### src/rtl/uart_ns_tx_arb_pkg.sv
// Shared types and constants for the UART transmit arbiter and its picker.
package uart_ns_tx_arb_pkg;

    localparam int UART_DATA_SIZE   = 8;
    localparam int UART_ARB_MAX_REQ = 8;

    typedef enum logic [1:0] {
        ARB_IDLE      = 2'd0,
        ARB_ISSUE     = 2'd1,
        ARB_WAIT_DONE = 2'd2
    } type_uart_arb_states_e;

    // Index width that never collapses to zero bits.
    function automatic int clog2_min1(input int n);
        return (n > 1) ? $clog2(n) : 1;
    endfunction

endpackage

### src/rtl/uart_ns_tx_arb_rr_pick.sv
// Combinational round-robin picker: first eligible request at or above ptr, with wrap.
module uart_rr_pick
    import uart_ns_tx_arb_pkg::*;
#(
    parameter  int NUM_REQ = 4,
    localparam int IW      = clog2_min1(NUM_REQ)
) (
    input  logic [NUM_REQ-1:0] req,
    input  logic [IW-1:0]      ptr,
    input  logic [NUM_REQ-1:0] mask,
    output logic [NUM_REQ-1:0] gnt,
    output logic [IW-1:0]      gnt_idx,
    output logic               gnt_any
);

    logic [NUM_REQ-1:0] eligible;

    generate
        for (genvar gi = 0; gi < NUM_REQ; gi++) begin : g_elig
            assign eligible[gi] = req[gi] & mask[gi];
        end
    endgenerate

    // Scan from the pointer upward; the first hit wins.
    always_comb begin
        int cand;
        gnt     = '0;
        gnt_idx = '0;
        gnt_any = 1'b0;
        cand    = 0;
        for (int k = 0; k < NUM_REQ; k++) begin
            cand = int'(ptr) + k;
            if (cand >= NUM_REQ) begin
                cand = cand - NUM_REQ;
            end
            if (!gnt_any && eligible[cand]) begin
                gnt_any   = 1'b1;
                gnt_idx   = IW'(cand);
                gnt[cand] = 1'b1;
            end
        end
    end

endmodule

### src/rtl/uart_ns_tx_arb.sv
// Round-robin arbiter sharing one UART transmitter between NUM_REQ byte producers.
// One byte is accepted, issued to the transmitter, and its whole frame is tracked
// before the next arbitration. A requester holding req_lock_i keeps the grant.
module uart_ns_tx_arb
    import uart_ns_tx_arb_pkg::*;
#(
    parameter  int NUM_REQ       = 4,
    parameter  int ISSUE_TIMEOUT = 16,
    localparam int IW            = clog2_min1(NUM_REQ)
) (
    input  logic                              clk,
    input  logic                              rst_n,
    input  logic [NUM_REQ-1:0]                req_valid_i,
    input  logic [NUM_REQ*UART_DATA_SIZE-1:0] req_data_i,
    input  logic [NUM_REQ-1:0]                req_lock_i,
    output logic [NUM_REQ-1:0]                req_ready_o,
    output logic [UART_DATA_SIZE-1:0]         tx_data_o,
    output logic                              tx_valid_o,
    input  logic                              tx_ready_i,
    output logic [IW-1:0]                     grant_id_o,
    output logic                              busy_o,
    output logic                              timeout_o
);

    localparam int            TW          = $clog2(ISSUE_TIMEOUT + 1);
    localparam logic [TW-1:0] TCNT_MAX    = '1;
    localparam logic [TW-1:0] TIMEOUT_VAL = TW'(ISSUE_TIMEOUT);

    type_uart_arb_states_e     state_reg, state_next;
    logic [IW-1:0]             rr_reg, rr_next;
    logic                      lock_valid_reg, lock_valid_next;
    logic [UART_DATA_SIZE-1:0] data_reg, data_next;
    logic [IW-1:0]             grant_id_reg, grant_id_next;
    logic                      timeout_reg, timeout_next;
    logic [TW-1:0]             tcnt_reg, tcnt_next;
    logic [NUM_REQ-1:0]        req_ready_next;

    logic [UART_DATA_SIZE-1:0] req_bytes [NUM_REQ];
    logic [NUM_REQ-1:0]        lock_mask;
    logic [NUM_REQ-1:0]        pick_gnt;
    logic [IW-1:0]             pick_idx;
    logic                      pick_any;
    logic [TW-1:0]             tcnt_inc;

    // Unpack the byte lanes; while a lock is held only its owner (last grantee) is eligible.
    generate
        for (genvar gi = 0; gi < NUM_REQ; gi++) begin : g_lane
            assign req_bytes[gi] = req_data_i[gi*UART_DATA_SIZE +: UART_DATA_SIZE];
            assign lock_mask[gi] = !lock_valid_reg || (grant_id_reg == IW'(gi));
        end
    endgenerate

    uart_rr_pick #(
        .NUM_REQ (NUM_REQ)
    ) u_pick (
        .req     (req_valid_i),
        .ptr     (rr_reg),
        .mask    (lock_mask),
        .gnt     (pick_gnt),
        .gnt_idx (pick_idx),
        .gnt_any (pick_any)
    );

    assign tcnt_inc = (tcnt_reg == TCNT_MAX) ? tcnt_reg : tcnt_reg + TW'(1);

    // State and datapath registers.
    always_ff @(posedge clk or negedge rst_n) begin
        if (!rst_n) begin
            state_reg      <= ARB_IDLE;
            rr_reg         <= '0;
            lock_valid_reg <= 1'b0;
            data_reg       <= '0;
            grant_id_reg   <= '0;
            timeout_reg    <= 1'b0;
            tcnt_reg       <= '0;
        end else begin
            state_reg      <= state_next;
            rr_reg         <= rr_next;
            lock_valid_reg <= lock_valid_next;
            data_reg       <= data_next;
            grant_id_reg   <= grant_id_next;
            timeout_reg    <= timeout_next;
            tcnt_reg       <= tcnt_next;
        end
    end

    // Next-state logic: accept in IDLE, hold the byte through ISSUE, track the frame in WAIT_DONE.
    always_comb begin
        state_next      = state_reg;
        rr_next         = rr_reg;
        lock_valid_next = lock_valid_reg;
        data_next       = data_reg;
        grant_id_next   = grant_id_reg;
        timeout_next    = timeout_reg;
        tcnt_next       = tcnt_reg;
        req_ready_next  = '0;
        case (state_reg)
            ARB_IDLE: begin
                if (tx_ready_i && pick_any) begin
                    req_ready_next  = pick_gnt;
                    data_next       = req_bytes[pick_idx];
                    grant_id_next   = pick_idx;
                    lock_valid_next = req_lock_i[pick_idx];
                    if (!req_lock_i[pick_idx]) begin
                        rr_next = (pick_idx == IW'(NUM_REQ - 1)) ? '0 : pick_idx + IW'(1);
                    end
                    tcnt_next  = '0;
                    state_next = ARB_ISSUE;
                end
            end
            ARB_ISSUE: begin
                if (!tx_ready_i) begin
                    tcnt_next  = '0;
                    state_next = ARB_WAIT_DONE;
                end else if (tcnt_inc == TIMEOUT_VAL) begin
                    // Transmitter never went busy: drop the byte and free any lock.
                    timeout_next    = 1'b1;
                    lock_valid_next = 1'b0;
                    tcnt_next       = '0;
                    state_next      = ARB_IDLE;
                end else begin
                    tcnt_next = tcnt_inc;
                end
            end
            ARB_WAIT_DONE: begin
                if (tx_ready_i) begin
                    state_next = ARB_IDLE;
                end
            end
            default: begin
                state_next = ARB_IDLE;
            end
        endcase
    end

    // Accept pulse is combinational from IDLE and forced low while reset is held.
    assign req_ready_o = req_ready_next & {NUM_REQ{rst_n}};
    assign tx_valid_o  = (state_reg == ARB_ISSUE);
    assign tx_data_o   = data_reg;
    assign grant_id_o  = grant_id_reg;
    assign busy_o      = (state_reg != ARB_IDLE);
    assign timeout_o   = timeout_reg;

endmodule

### config.mk
export PLATFORM = sky130hd
export DESIGN_NAME = uart_ns_tx_arb
export DESIGN_NICKNAME = d
export VERILOG_FILES = /design/src/rtl/uart_ns_tx_arb_pkg.sv /design/src/rtl/uart_ns_tx_arb_rr_pick.sv /design/src/rtl/uart_ns_tx_arb.sv
export SDC_FILE = /design/constraint.sdc
export NUM_CORES = 1
export LEC_CHECK = 0
export ABC_AREA = 0
export BUFFER_PORTS_ARGS = -buffer_cell sky130_fd_sc_hd__buf_4
export CAP_MARGIN = 5
export CORE_MARGIN = 2
export CORE_UTILIZATION = 46
export CTS_CLUSTER_DIAMETER = 120
export DETAILED_ROUTE_END_ITERATION = 10
export PLACE_DENSITY = 0.77
export SLEW_MARGIN = 25
export SYNTH_ARGS = -nofsm -noshare
export SYNTH_HDL_FRONTEND = slang
export SYNTH_HIERARCHICAL = 1
export SYNTH_SLANG_ARGS = --single-unit
### constraint.sdc
create_clock -name clk -period 3 [get_ports clk]
set_input_delay 0.3 -clock clk [delete_from_list [all_inputs] [get_ports clk]]
set_output_delay 0.3 -clock clk [all_outputs]
set_load 0.01 [all_outputs]
==> flow_summary.toml, run 1 <==
[worst_setup_path]
slowest_stage = "mux4_2"
max_stage_delay_ns = 0.58
reg2reg_setup_slack_ns = -0.03
r2r-end = "rr_reg[1]$_DFFE_PN0P_"
path_max_fanout = 4
crit_top_cell = "mux4_2"
worstPathCellList = "inv_2 > o21ai_4 > and2_4 > mux4_2 > buf_6 > o21ba_2 > o22ai_4 > mux4_2 > nor2b_4 > mux2_4"
critPathCaptureType = "register"
ff2ff_path_depth = 10
r2r-start = "grant_id_o[1]$_DFFE_PN0P_"
crit_required_ns = 3.16
cp.arrival_ns = 3.18
critPathKind = "reg2reg"
start_kind = "register"

[routing]
drt-total-wl_mm = 4.56
drt_iter0_drc = 113
drtAntennaViolNets = 0
route.detailed.drc = 0
num_vias = 1678
post_drt_wl_per_cell_um = 15.0
vias_per_cell = 5.50
drt-pass1-iter-count = 4

[clocking]
cts-root-buf = "clkbuf_8"
cts_tree = "yes"
cts_htree_levels = 1
cts.sinks = 21
cts.reportedPaths.clkPinSlew_ns = 0.08
clk_latency_ns = 0.27
numCtsBuffers = 3
cts_buffer_depth = 2

[floorplanning]
die_x_um = 65.8
die-area_um2 = 4330
die_h_um = 65.8
initial_core_util = 0.479
io_pins = 60
fp-row-count = 22
core_area_um2 = 3660

[grt]
grt_pass1_vias = 1680
antenna_found_initial = 0
track_usage = 0.225
overflow = 0
grt_max_degree = 26
grt_pass1_wl_mm = 7.47

[synth]
synth_mux_area_frac = 0.254
synth-adder-area-share = 0.0641
ys_ff_latch = 21
synth_top_family_by_area = "multiplexers"
syn_nets = 225
syn_avg_cell_area_um2 = 10.1
synth_compound_area_frac = 0.148
synth_edf_count = 0
synthDominantAreaCellType = "dfrtp_1"
syn-cell-area_um2 = 1760
synth_cells = 173
yosysUniqueCellTypes = 49
synth-main-ff-cell = "dfrtp_1"
yosysSeqAreaShare = 0.299
async_flop_share = 1.00
synth_top_cell_area_share = 0.299
ys_warn_count = 6
synthXorXnorAreaFrac = 0.00499
synthSimpleGateAreaFrac = 0.181
synth_area_leaders = "dfrtp_1 30%, mux4_2 14%, ha_1 6.4%"

[worst_hold_path]
hold_start = "tx_ready_i"
hold_path_depth = 2
hold_path.class = "in2reg"
min_to = "state_reg[1]$_DFFE_PN0P_"

[sta]
setup_viol = 6
fmax_mhz = 330
rsz0062_at_grt = "true"
worstMarginPinSlew_ns = 0.428
fin_skew_ns = 0.00245
fin_ws_ns = -0.0266
hold_violations = 0
fin_crit_ns = 3.03
maxSlewViolCount = 0
relSlewSlack = 0.713
final.period_utilization = 1.01
hold_ws_ns = 0.194

[placed_design]
dp_slack_ns = 0.0195
place_inst = 285
globalplace.congestion = 0.863
hpwl_mm = 3.40
io_buffers = 59

[layout]
nets = 310
final_cell_mix = "77 x buf_4, 20 x nand2_1, 20 x dfrtp_1"
largest_register_ffs = 8
fillers = 275
final_cells = 305
final_common_cell = "buf_4"
fin_util = 0.714
diodes = 0
final_layout_size_suffix_gt1_frac = 0.533
multiInputGateArea_um2 = 1240
syn_to_final_growth_pct = 48.8
regArea_um2 = 527

[power]
swShare = 0.407
netSwitchingPower_mw = 1.24
seqPwrFrac = 0.167
power_mw = 3.05
cellLeakagePower_nw = 1.20
power_density_nw_per_um2 = 1170
clkPwrFrac = 0.062
peakVddDrop_v = 0.000860
p_int_mw = 1.81
p_comb_frac = 0.771

[status]
violations = "setup timing"
status = "finished with violations"

[flow_run]
cap_violations = 0
[per-layer routing]
layer / up-vias / wire [µm] / global-route usage
met2: 52 / 2340 / 0.393
met3: 10 / 227 / 0.0426
met1: 793 / 1910 / 0.284
li1: 823 / - / -
met5: - / 0 / 0
met4: 0 / 91 / 0.0625
[synth_stat cells (2+ instances only)]
cell type and count:
dfrtp_1 21, or2_2 2, o21ai_0 14, mux2i_1 6, and3_1 5, ha_1 9
a22o_1 2, o22ai_1 2, mux4_2 11, buf_2 4, mux2_2 10, nor2_1 7
nand2_1 20, o221ai_1 4, a41oi_1 4, nand4_1 3, nand4b_1 2, inv_1 9
a21oi_1 5, and2_1 4
[cells by family after synthesis]
group	after synthesis
AND/OR/NAND/NOR	57
adder cells (fa/ha/maj)	9
buffers and inverters	18
flip-flops	21
XOR/XNOR	1
AO/OA/AOI/OAI	39
multiplexers	28
[power groups by stage]
stage | clock network (mW) | registers, mW | logic (mW)
finish | 0.191 | 0.510 | 2.35
global route | 0.206 | 0.526 | 2.55
CTS | 0.197 | 0.502 | 2.16
detailed placement | 0 | 0.498 | 1.98
global placement | 0 | 0.494 | 1.95
floorplan | 0 | 0.527 | 1.40
[layout make-up]
cell class	instances	share of cell area
Tap cell	48	0.0230
Multi-Input combinational cell	134	0.477
Sequential cell	21	0.202
Inverter	11	0.0177
Clock buffer	4	0.0172
Timing Repair Buffer	87	0.264
[through the flow]
| step | setup TNS (ns) | area (µm²) |
|---|---|---|
| final | -0.137 | 2610 |
| after global routing | -1.19 | 2610 |
| after CTS | -0.0635 | 2510 |
| after detailed placement | 0 | 2330 |
| after global placement | 0 | 2330 |
| after floorplan | 0 | 1780 |
[worst max path at each step]
stage / start / end / cells after the start
floorplan: grant_id_o[0]$_DFFE_PN0P_ / rr_reg[0]$_DFFE_PN0P_ / 10
global placement: grant_id_o[0]$_DFFE_PN0P_ / rr_reg[0]$_DFFE_PN0P_ / 9
detailed placement: grant_id_o[0]$_DFFE_PN0P_ / rr_reg[1]$_DFFE_PN0P_ / 9
CTS: lock_valid_reg$_DFFE_PN0P_ / req_ready_o[1] / 9
global route: grant_id_o[1]$_DFFE_PN0P_ / lock_valid_reg$_DFFE_PN0P_ / 11
finish: grant_id_o[1]$_DFFE_PN0P_ / rr_reg[1]$_DFFE_PN0P_ / 10
[repair_timing]
item / in CTS / in global routing
buffers inserted: 10 / 5
gates resized for setup: 16 / 17
cloned: 0 / 0
hold buffers: 1 / 0
endpoints found under the hold margin: 21 / 0
setup endpoints to repair: 4 / 18
pin swaps: 5 / 7
[worst max-delay path, delay by kind of cell, from the launching register on]
family,cells,cell delay [ns]
multiplexers,3,1.39
AND/OR/NAND/NOR,2,0.33
buffers and inverters,2,0.28
flip-flops,1,0.43
AO/OA/AOI/OAI,3,0.50
Power figures use the tool's default switching activity.
==> run 2, diff against run 1 <==
- CTS_CLUSTER_DIAMETER: 120 -> 50
- MAX_ROUTING_LAYER: unset -> met4
- SETUP_SLACK_MARGIN: unset -> 0.5
==> run 2 against run 1 <==
Net effect:
- the run still ends with setup timing left
- clock skew fell by 0.0010 ns
- non-clock buffer count up 8
- sequential power increased by 6.3%
- sequential share of layout area shrank 1.1 points
- total power rose by 12%
- utilization increased by 4.6 points
- worst hold slack better by 0.016 ns
- critical path depth down 1
- highest routed layer unchanged
==> flow_summary.toml, run 2 (same netlist as run 1, synthesis figures left out) <==
[status]
status = "finished with violations"
violations = "setup timing"

[worst_setup_path]
cp.arrival_ns = 2.74
critPathBufInv = 2
crit_top_cell = "buf_6"
crit_required_ns = 2.70
reg2reg_setup_slack_ns = -0.03
worstPathCellList = "buf_6 > o21ai_4 > and2_4 > mux4_2 > or2_4 > or3b_1 > and4bb_2 > and3_4 > buf_6"
slowest_stage = "mux4_2"
critPathKind = "reg2out"
path_delay_family = "simple AND/OR/NAND/NOR gates"
start_kind = "register"
r2r-start = "grant_id_o[0]$_DFFE_PN0P_"
max_stage_delay_ns = 0.49
critPathCaptureType = "output pin"
path_max_fanout = 5
cp.depth = 9
startpoint = "grant_id_o[0]$_DFFE_PN0P_"
ff2ff_path_depth = 10

[grt]
overflow = 0
grt_pass1_wl_mm = 7.88
antenna_found_initial = 0
grt_max_degree = 26
grt_pass1_vias = 1738
track_usage = 0.244

[placed_design]
dp_slack_ns = 0.0816
io_buffers = 59
place_inst = 287
hpwl_mm = 3.57
globalplace.congestion = 0.929

[sta]
rsz0062_at_grt = "true"
worstMarginPinSlew_ns = 0.303
fin_tns_setup_ns = -0.140
maxSlewViolCount = 0
fin_ws_ns = -0.0371
fin_skew_ns = 0.00143
fin_crit_ns = 3.04
final.period_utilization = 1.01
setup_viol = 6
fmax_mhz = 329
hold_violations = 0
relSlewSlack = 0.798

[clocking]
cts_tree = "yes"
cts_buffer_depth = 2
cts.reportedPaths.clkPinSlew_ns = 0.07
numCtsBuffers = 3
cts.sinks = 21
clk_latency_ns = 0.26
cts-root-buf = "clkbuf_8"
cts_htree_levels = 1

[floorplanning]
die_h_um = 65.8
die_x_um = 65.8
initial_core_util = 0.479
fp-row-count = 22
io_pins = 60
die-area_um2 = 4330
core_area_um2 = 3660

[layout]
final_cells = 313
final_cell_mix = "82 x buf_4, 19 x nand2_1, 17 x dfrtp_1"
syn_to_final_growth_pct = 58.4
final_common_cell = "buf_4"
nets = 318
final_layout_size_suffix_gt1_frac = 0.592
largest_register_ffs = 8
diodes = 0

[worst_hold_path]
hold_start = "tx_ready_i"
hold_path.class = "in2reg"
hold_path_depth = 2

[routing]
wl_met1_mm = 2.10
vias_per_cell = 5.61
num_vias = 1756
drt-pass1-iter-count = 4
route.detailed.drc = 0
post_drt_wl_per_cell_um = 15.9
drt-total-wl_mm = 4.96
drt_iter0_drc = 99
drtAntennaViolNets = 0
top_layer_used = "met4"
routed-wl-met2_mm = 2.66
wl_met3_um = 167

[power]
cellLeakagePower_nw = 1.27
peakVddDrop_v = 0.000870
power_density_nw_per_um2 = 1230

[flow_run]
cap_violations = 0
==> run 2: where the power goes <==
part | internal (mW) | switching [mW] | leakage (nW)
clock network | 0.0946 | 0.0905 | 0.0228
registers | 0.408 | 0.134 | 0.258
logic | 1.55 | 1.14 | 0.992
total | 2.06 | 1.37 | 1.27
==> run 2: per-stage QoR <==
step           instance area (µm²)  utilization  power (mW)  hold WS [ns]
2_1_floorplan                 1890            -        2.13       0.00441
3_3_place_gp                  2420        0.662        2.64         0.215
3_5_place_dp                  2420        0.662        2.66         0.216
4_1_cts                       2650        0.725        3.11         0.205
5_1_grt                       2780        0.759        3.65         0.207
6_report                      2780        0.759        3.43         0.210
==> run 2: what timing repair did <==
action / in CTS / in global routing
pin swaps: 6 / 5
endpoints found under the hold margin: 21 / 0
setup buffers: 12 / 9
setup endpoints to repair: 23 / 23
hold buffers: 1 / 0
gates resized for setup: 23 / 17
==> run 2: final timing paths <==
check	to
min in group asynchronous	tx_data_o[7]$_DFFE_PN0P_
max in group asynchronous	rr_reg[0]$_DFFE_PN0P_
setup reg to reg	rr_reg[1]$_DFFE_PN0P_
hold / removal	state_reg[1]$_DFFE_PN0P_
setup / recovery	req_ready_o[1]
hold reg to reg	timeout_o$_DFFE_PN0P_
==> run 2: area by class of cell <==
cell class	instances	area (µm²)
multi-input combinational	134	1320
fill	265	881
timing repair buffer	95	768
sequential	21	531
tap	48	60.1
inverter	11	58.8
clock buffer	4	45.0
==> run 2: metal layers <==
metal | up-vias | global-route usage
met5 | - | -
met4 | 0 | 0.0469
met3 | 5 | 0.0273
met2 | 51 | 0.434
met1 | 863 | 0.301
li1 | 837 | -
